File: src/rtl/mem_arbiter.sv
// Arbitrates one shared RAM port between an instruction fetch requester and a data requester.
// Data normally wins; a pending fetch is served once MAX_DSTREAK data completions have passed it.
module mem_arbiter #(
  parameter int MAX_DSTREAK = 3
) (
  input  logic        CLK,
  input  logic        nRST,
  input  logic        iREN,
  input  logic [31:0] iaddr,
  input  logic        dREN,
  input  logic        dWEN,
  input  logic [31:0] daddr,
  input  logic [31:0] dstore,
  input  logic [31:0] ramload,
  input  logic        ram_ack,
  output logic        iwait,
  output logic        dwait,
  output logic [31:0] iload,
  output logic [31:0] dload,
  output logic        ramREN,
  output logic        ramWEN,
  output logic [31:0] ramaddr,
  output logic [31:0] ramstore
);

  localparam int SW = (MAX_DSTREAK > 0) ? $clog2(MAX_DSTREAK + 1) : 1;
  localparam logic [SW-1:0] STREAK_MAX = SW'(MAX_DSTREAK);

  typedef enum logic [1:0] {IDLE, IGRANT, DGRANT} state_e;

  state_e          state_q, state_d, curState;
  logic [SW-1:0]   dstreak_q, dstreak_d;
  logic            dReq;

  assign dReq = dREN | dWEN;

  // While reset is held the outputs already look like IDLE, so an abandoned grant never leaks to the RAM.
  assign curState = nRST ? state_q : IDLE;

  always_comb begin
    state_d   = state_q;
    dstreak_d = dstreak_q;
    iwait     = iREN;
    dwait     = dReq;
    iload     = '0;
    dload     = '0;
    ramREN    = 1'b0;
    ramWEN    = 1'b0;
    ramaddr   = '0;
    ramstore  = '0;
    case (curState)
      IDLE: begin
        if (dReq && !(iREN && (dstreak_q == STREAK_MAX))) begin
          state_d = DGRANT;
        end else if (iREN) begin
          state_d = IGRANT;
        end
      end
      IGRANT: begin
        ramREN  = 1'b1;
        ramaddr = iaddr;
        iwait   = 1'b1;
        if (!iREN) begin
          state_d = IDLE;
        end else if (ram_ack) begin
          iwait     = 1'b0;
          iload     = ramload;
          state_d   = IDLE;
          dstreak_d = '0;
        end
      end
      DGRANT: begin
        ramaddr  = daddr;
        ramstore = dstore;
        ramWEN   = dWEN;
        ramREN   = !dWEN;
        dwait    = 1'b1;
        // A withdrawn request leaves without completing, so the streak is not touched.
        if (!dReq) begin
          state_d = IDLE;
        end else if (ram_ack) begin
          dwait   = 1'b0;
          state_d = IDLE;
          if (!dWEN) begin
            dload = ramload;
          end
          if (iREN) begin
            if (dstreak_q != STREAK_MAX) begin
              dstreak_d = dstreak_q + 1'b1;
            end
          end else begin
            dstreak_d = '0;
          end
        end
      end
      default: begin
        state_d = IDLE;
      end
    endcase
  end

  always_ff @(posedge CLK) begin
    if (!nRST) begin
      state_q   <= IDLE;
      dstreak_q <= '0;
    end else begin
      state_q   <= state_d;
      dstreak_q <= dstreak_d;
    end
  end

endmodule

File: config.mk
export PLATFORM = sky130hd
export DESIGN_NAME = mem_arbiter
export DESIGN_NICKNAME = d
export VERILOG_FILES = /design/src/rtl/mem_arbiter.sv
export SDC_FILE = /design/constraint.sdc
export NUM_CORES = 1
export LEC_CHECK = 0
export CORE_AREA = 2 2 104 106
export CTS_BUF_LIST = sky130_fd_sc_hd__clkbuf_4
export CTS_CLUSTER_SIZE = 12
export DETAILED_ROUTE_END_ITERATION = 10
export DIE_AREA = 0 0 106 108
export GPL_TIMING_DRIVEN = 0
export PLACE_DENSITY_LB_ADDON = 0.08
export SLEW_MARGIN = 20
export SYNTH_ARGS = -nofsm -noshare
export SYNTH_HDL_FRONTEND = slang
export SYNTH_SLANG_ARGS = --single-unit
File: constraint.sdc
create_clock -name CLK -period 3.4 [get_ports CLK]
set_clock_uncertainty 0.2 [all_clocks]
set_input_delay 0.51 -clock CLK [delete_from_list [all_inputs] [get_ports CLK]]
set_output_delay 0.51 -clock CLK [all_outputs]
set_load 0.05 [all_outputs]
==> results of run 1 <==
registers in the layout, summed over array words and instances, names as in the netlist:
signal,cells
dstreak_q,2
state_q,2
synth_stat cells, types with 2 or more instances:
| library cell | n |
|---|---|
| a22oi_1 | 32 |
| ha_1 | 3 |
| nand3_1 | 2 |
| inv_1 | 3 |
| buf_2 | 5 |
| a21bo_2 | 2 |
| nor2_1 | 39 |
| and2_1 | 98 |
| dfxtp_1 | 4 |
| clkbuf_1 | 14 |
| buf_6 | 3 |
| a21oi_1 | 2 |
| o22ai_1 | 2 |
| nand2_1 | 4 |
stage by stage:
| stage | power [mW] | instance area [µm²] |
|---|---|---|
| after global routing | 0.497 | 4130 |
| after floorplan | 0.200 | 1450 |
| after global placement | 0.415 | 4260 |
| after CTS | 0.472 | 4340 |
| final | 0.467 | 4130 |
| after detailed placement | 0.418 | 4260 |
timing repair:
item                       CTS  global route
setup endpoints to repair  130           111
gates cloned                 0             0
resized for setup          314            92
hold buffers                 0             0
cell families (layout without fill, tap and decap cells):
family,Yosys count,count (layout),synth area share [%]
adder cells (fa/ha/maj),3,3,2.59
AND/OR/NAND/NOR,151,151,59.1
AO/OA/AOI/OAI,44,44,22.7
multiplexers,1,1,0.778
buffers and inverters,27,291,9.25
flip-flops,4,4,5.53
power groups by stage:
stage,Combinational (mW),Clock [mW],Sequential [mW]
6_report,0.357,0.0599,0.0500
5_1_grt,0.382,0.0649,0.0501
4_1_cts,0.360,0.0615,0.0500
3_5_place_dp,0.367,0,0.0507
3_3_place_gp,0.364,0,0.0507
2_1_floorplan,0.149,0,0.0504
layer usage:
metal | up-vias | routed length, µm | track usage (%)
li1 | 1293 | - | -
met1 | 1127 | 3230 | 14.4
met2 | 184 | 4450 | 26.4
met3 | 16 | 948 | 5.06
met4 | 0 | 267 | 3.85
met5 | - | 0 | 0
worst max-delay path, cell delays in order:
cell,delay [ns]
clkdlybuf4s50_1,0.62
and3b_1,0.20
buf_4,0.15
nor2b_4,0.16
and3_4,0.24
and2_1,0.12
dlygate4sd2_1,0.55
cell type report:
class	count	area [µm²]	area share, %
inverters	3	11.3	0.272
plain buffers	21	126	3.06
flip-flops and latches	4	80.1	1.94
well taps	136	170	4.12
clock buffers	3	22.5	0.545
repair buffers	264	2480	60.1
multi-input cells	199	1240	30.0
worst paths after layout:
kind	start	to	depth (start not counted)
max	nRST	dload[31]	7
min	dstreak_q[0]	dstreak_q[0]	1
max reg2reg	state_q[1]	dstreak_q[0]	7
min reg2reg	dstreak_q[0]	dstreak_q[0]	1
==> impl_metrics.yaml, run 1 <==
outcome:
  status: "complete, no violations"
route:
  drtIter0Drc: 134
  first_pass_iters: 4
  drc_errors: 0
  num_vias: 2620
  ant_nets: 0
  wl_per_cell_um: 14.1
  finalWirelength_mm: 8.90
  detail_route.vias_per_cell: 4.16
worst_setup_path:
  arrival_ns: 2.55
  critPathCaptureType: "output port"
  start_kind: "input pin"
  path_max_fanout: 9
  r2r_setup_slack_ns: 1.48
  path_class: "input pin to output port"
  worstPathRequired_ns: 2.69
global_routing:
  grt_max_degree: 12
  grt.overflow.total: 0
  grt_pass1_vias: 2525
  grt_usage_pct: 13.9
  antenna_found_initial: 0
  grt_pass1_wl_mm: 13.0
finish:
  syn2layout_area_growth_pct: 186
  mostFrequentLayoutCells: "132 x clkdlybuf4s50_1, 98 x and2_1, 68 x clkdlybuf4s15_2"
  mostFrequentLayoutCell: "clkdlybuf4s50_1"
  antenna_cells: 0
  fin_cells: 630
  drive_gt1_share_pct: 30.2
  n_fill_cell: 1110
  final_nets: 633
  utilization_pct: 40.4
clock_network:
  cts_buffers: 3
  cts_tree: "done"
  cts_setup_buffers: 0
  cts.sinks: 4
  clk_pin_slew_ns: 0.03
  clock_latency_ns: 0.24
  cts_max_level: 1
  clock_tree.buffer_depth: 2
  root_buffer: "clkbuf_4"
floorplanning:
  die_width_um: 106
  initial_utilization_pct: 14.1
  core.rowCount: 37
  io_pins: 266
  design.die.area_um2: 11400
  design.core.area_um2: 10200
  die_h_um: 108
synthesis:
  synth_area_leaders: "and2_1 42%, a22oi_1 17%, nor2_1 10%"
  syn-num-nets: 367
  synth_seq_cells: 4
  ys_warn_count: 0
  synth_top_area_share_pct: 42.4
  synth-edff-count: 0
  seq_area_frac_synth_pct: 5.53
  synth.avg_cell_area_um2: 6.29
  synthCells: 230
  synth-main-ff-cell: "dfxtp_1"
  yosysUniqueCellTypes: 31
  async_flop_share_pct: 0
  synth_top_cell_by_area: "and2_1"
  netlist_area_um2: 1450
timing:
  slew_headroom_pct: 64.5
  period_minus_slack_ns: 3.26
  post-route-period-util_pct: 95.8
  timing.hold.ws_ns: 0.262
  fmax_ghz: 0.307
  slew_viol_final: 0
  hold_viol: 0
  setup_violations: 0
  worst_pin_slew_ns: 0.534
  setup-tns-final_ns: 0
  rsz0062_at_grt: "yes"
  setup_slack_ns: 0.142
power:
  comb_power_share_pct: 76.5
  seqPwrFrac_pct: 10.7
  powerDensity_nw_per_um2: 113
  internal_power_uw: 281
  swShare_pct: 39.8
  power_frac_clock_pct: 12.8
  vdd_drop_max_mv: 0.0725
  power_switching_uw: 186
  p_leak_nw: 1.72
placed_design:
  post-dp-hpwl_mm: 7.54
  place_congestion: 0.717
  portBuffers: 264
  dp_slack_ns: -0.761
  placed_cells: 630
flow_run:
  max_cap_viol_count: 0
worst_hold_path:
  min_path_type: "register to register"
Power figures use the tool's default switching activity.
==> run 2, diff against run 1 <==
--- a/config.mk
+++ b/config.mk
@@ -5,6 +5,7 @@
 export SDC_FILE = /design/constraint.sdc
 export NUM_CORES = 1
 export LEC_CHECK = 0
+export ABC_AREA = 1
 export CORE_AREA = 2 2 104 106
 export CTS_BUF_LIST = sky130_fd_sc_hd__clkbuf_4
 export CTS_CLUSTER_SIZE = 12
==> constraint.sdc (replaced) <==
create_clock -name CLK -period 3.4 [get_ports CLK]
set_clock_uncertainty 0.2 [all_clocks]
set_input_delay 0.34 -clock CLK [delete_from_list [all_inputs] [get_ports CLK]]
set_output_delay 0.34 -clock CLK [all_outputs]
set_load 0.05 [all_outputs]
==> impl_metrics.yaml, run 2 <==
power:
  power.total_uw: 554
  vdd_drop_max_mv: 0.0849
  powerDensity_nw_per_um2: 127
  p_leak_nw: 2.13
route:
  wl_per_cell_um: 12.6
  drtIter0Drc: 127
  first_pass_iters: 4
  ant_nets: 0
  num_vias: 3085
  finalWirelength_mm: 9.54
  detail_route.vias_per_cell: 4.08
  drc_errors: 0
timing:
  period_minus_slack_ns: 3.25
  timing.hold.ws_ns: 0.320
  setup_violations: 0
  fmax_ghz: 0.308
  slew_headroom_pct: 62.7
  hold_viol: 0
  slew_viol_final: 0
  rsz0062_at_grt: "no"
  worst_pin_slew_ns: 0.558
  post-route-period-util_pct: 95.5
synthesis:
  seq_area_frac_synth_pct: 4.84
  synth_seq_cells: 4
  netlist_area_um2: 1650
  synth-edff-count: 0
  synth_top_area_share_pct: 26.6
  ys_warn_count: 0
  syn-num-nets: 489
  yosysUniqueCellTypes: 21
  yosysMostFrequentCell: "nand2_1"
  synth_top_cell_by_area: "nand2_1"
  synth-main-ff-cell: "dfxtp_1"
  synthCells: 352
  synthTopCellsByCount: "117 x nand2_1, 76 x inv_1, 61 x nor3_1, 36 x a21oi_1, 13 x clkbuf_1"
  async_flop_share_pct: 0
  synth_area_leaders: "nand2_1 27%, nor3_1 18%, inv_1 17%"
  synth.avg_cell_area_um2: 4.70
finish:
  syn2layout_area_growth_pct: 164
  final_nets: 759
  fin_cells: 756
  mostFrequentLayoutCells: "203 x clkdlybuf4s50_1, 117 x nand2_1, 76 x inv_1"
  drive_gt1_share_pct: 7.26
  mostFrequentLayoutCell: "clkdlybuf4s50_1"
  antenna_cells: 0
  largestRegisters: "dstreak_q: 2 flops, state_q: 2 flops"
clock_network:
  cts_max_level: 1
  cts_tree: "done"
  root_buffer: "clkbuf_4"
  clock_latency_ns: 0.23
  cts.sinks: 4
  cts_buffers: 3
  clk_pin_slew_ns: 0.04
  cts_setup_buffers: 0
  clock_tree.buffer_depth: 2
worst_setup_path:
  arrival_ns: 2.71
  critPathCaptureType: "output port"
  critPathSlowestCell: "clkdlybuf4s50_1"
  start_kind: "input pin"
  cpMostUsedCell: "nand2_1"
  crit_end: "ramaddr[11]"
  worstPathRequired_ns: 2.86
  critPathLaunch: "nRST"
  crit_cells: 9
  slowest_delay_ns: 0.61
  reg2reg_to: "dstreak_q[1]"
  path_class: "input pin to output port"
  path_max_fanout: 10
  r2r_start: "state_q[1]"
  reg2reg_depth: 11
  worstPathCellList: "clkdlybuf4s50_1 -> nand2_1 -> inv_2 -> ha_1 -> buf_2 -> clkbuf_1 -> nand2_1 -> a21oi_1 -> dlygate4sd2_1"
  crit_family: "buffers and inverters"
  cp_num_buf_inv: 5
  r2r_setup_slack_ns: 1.54
floorplanning:
  design.core.area_um2: 10200
  io_pins: 266
  core.rowCount: 37
  die_h_um: 108
  design.die.area_um2: 11400
  die_width_um: 106
  initial_utilization_pct: 16.2
placed_design:
  place_congestion: 0.775
  placed_cells: 753
  portBuffers: 265
  post-dp-hpwl_mm: 8.21
global_routing:
  grt_pass1_wl_mm: 14.6
  antenna_found_initial: 0
  grt_pass1_vias: 2964
  grt_usage_pct: 15.5
  grt.overflow.total: 0
  grt_max_degree: 11
outcome:
  status: "complete, no violations"
flow_run:
  max_cap_viol_count: 0
worst_hold_path:
  min_path_type: "register to register"
[run 2: cell types whose count changed after synthesis, moves of 4 or more]
cell | before | now
a21oi_1 | 2 | 36
and2_1 | 98 | 0
inv_1 | 3 | 76
nor2_1 | 39 | 11
a22oi_1 | 32 | 0
nor3_1 | 0 | 61
buf_4 | 1 | 5
nand2_1 | 4 | 117
[run 2: kinds of logic after synthesis]
| family | count (synthesis) | share of synthesized area [%] |
|---|---|---|
| AOI/OAI and AO/OA | 40 | 12.2 |
| adders and majority gates | 3 | 2.27 |
| buffers and inverters | 104 | 26.9 |
| DFF | 4 | 4.85 |
| and+or+nand+nor | 201 | 53.8 |
[run 2: report_power, final]
part	total (mW)	internal [mW]	switching [mW]
sequential	0.0548	0.0509	0.00380
combinational	0.442	0.203	0.239
clock	0.0577	0.0394	0.0183
[run 2: worst min path at each step]
stage | slack [ns] | cells after the start | endpoint | from
3_5_place_dp | 0.31 | 4 | dstreak_q[1] | dstreak_q[1]
5_1_grt | 0.35 | 4 | dstreak_q[1] | dstreak_q[1]
6_report | 0.32 | 4 | dstreak_q[1] | dstreak_q[1]
2_1_floorplan | 0.26 | 2 | dstreak_q[1] | nRST
4_1_cts | 0.32 | 4 | dstreak_q[1] | dstreak_q[1]
3_3_place_gp | 0.31 | 2 | dstreak_q[0] | dstreak_q[0]
[run 2: worst reg2reg max path, stage by stage (launching register included)]
cell and delay [ns]:
dfxtp_1 0.39, nand2_4 0.12, inv_1 0.10, ha_1 0.14
clkbuf_1 0.30, inv_1 0.12, nand2_1 0.08, nand2_1 0.09
nand2_2 0.09, nand2_1 0.05, nand2_1 0.05, nor2_1 0.04
[run 2: final cells by class]
type	instances	area, µm²
buffer	27	160
clock buffer	3	22.5
fill	1134	5860
inverter	77	289
multi-input combinational	244	1130
sequential	4	80.1
tap	136	170
timing repair buffer	265	2520
[run 2: per-layer routing]
| layer | vias to the layer above | GRT usage (%) | wire length (µm) |
|---|---|---|---|
| met5 | - | 0 | 0 |
| met3 | 14 | 2.05 | 620 |
| met2 | 134 | 30.5 | 4950 |
| met1 | 1327 | 17.5 | 3770 |
| met4 | 0 | 4.14 | 199 |
| li1 | 1610 | - | - |
[run 2: metrics by stage]
stage               setup TNS (ns)  area [µm²]  util, %  worst slack [ns]
finish                           0        4370     42.7             0.154
global route                     0        4370     42.7           0.00101
CTS                              0        4420     43.2           0.00216
detailed placement           -9.77        4480     43.7            -0.252
global placement             -7.92        4480     43.7            -0.286
floorplan                        0        1650        -             0.674
[run 2: repair_timing]
action,4_1_cts,5_1_grt
hold buffers,0,0
resized for setup,63,42
hold endpoints to repair,0,0
endpoints found under the setup margin,62,37
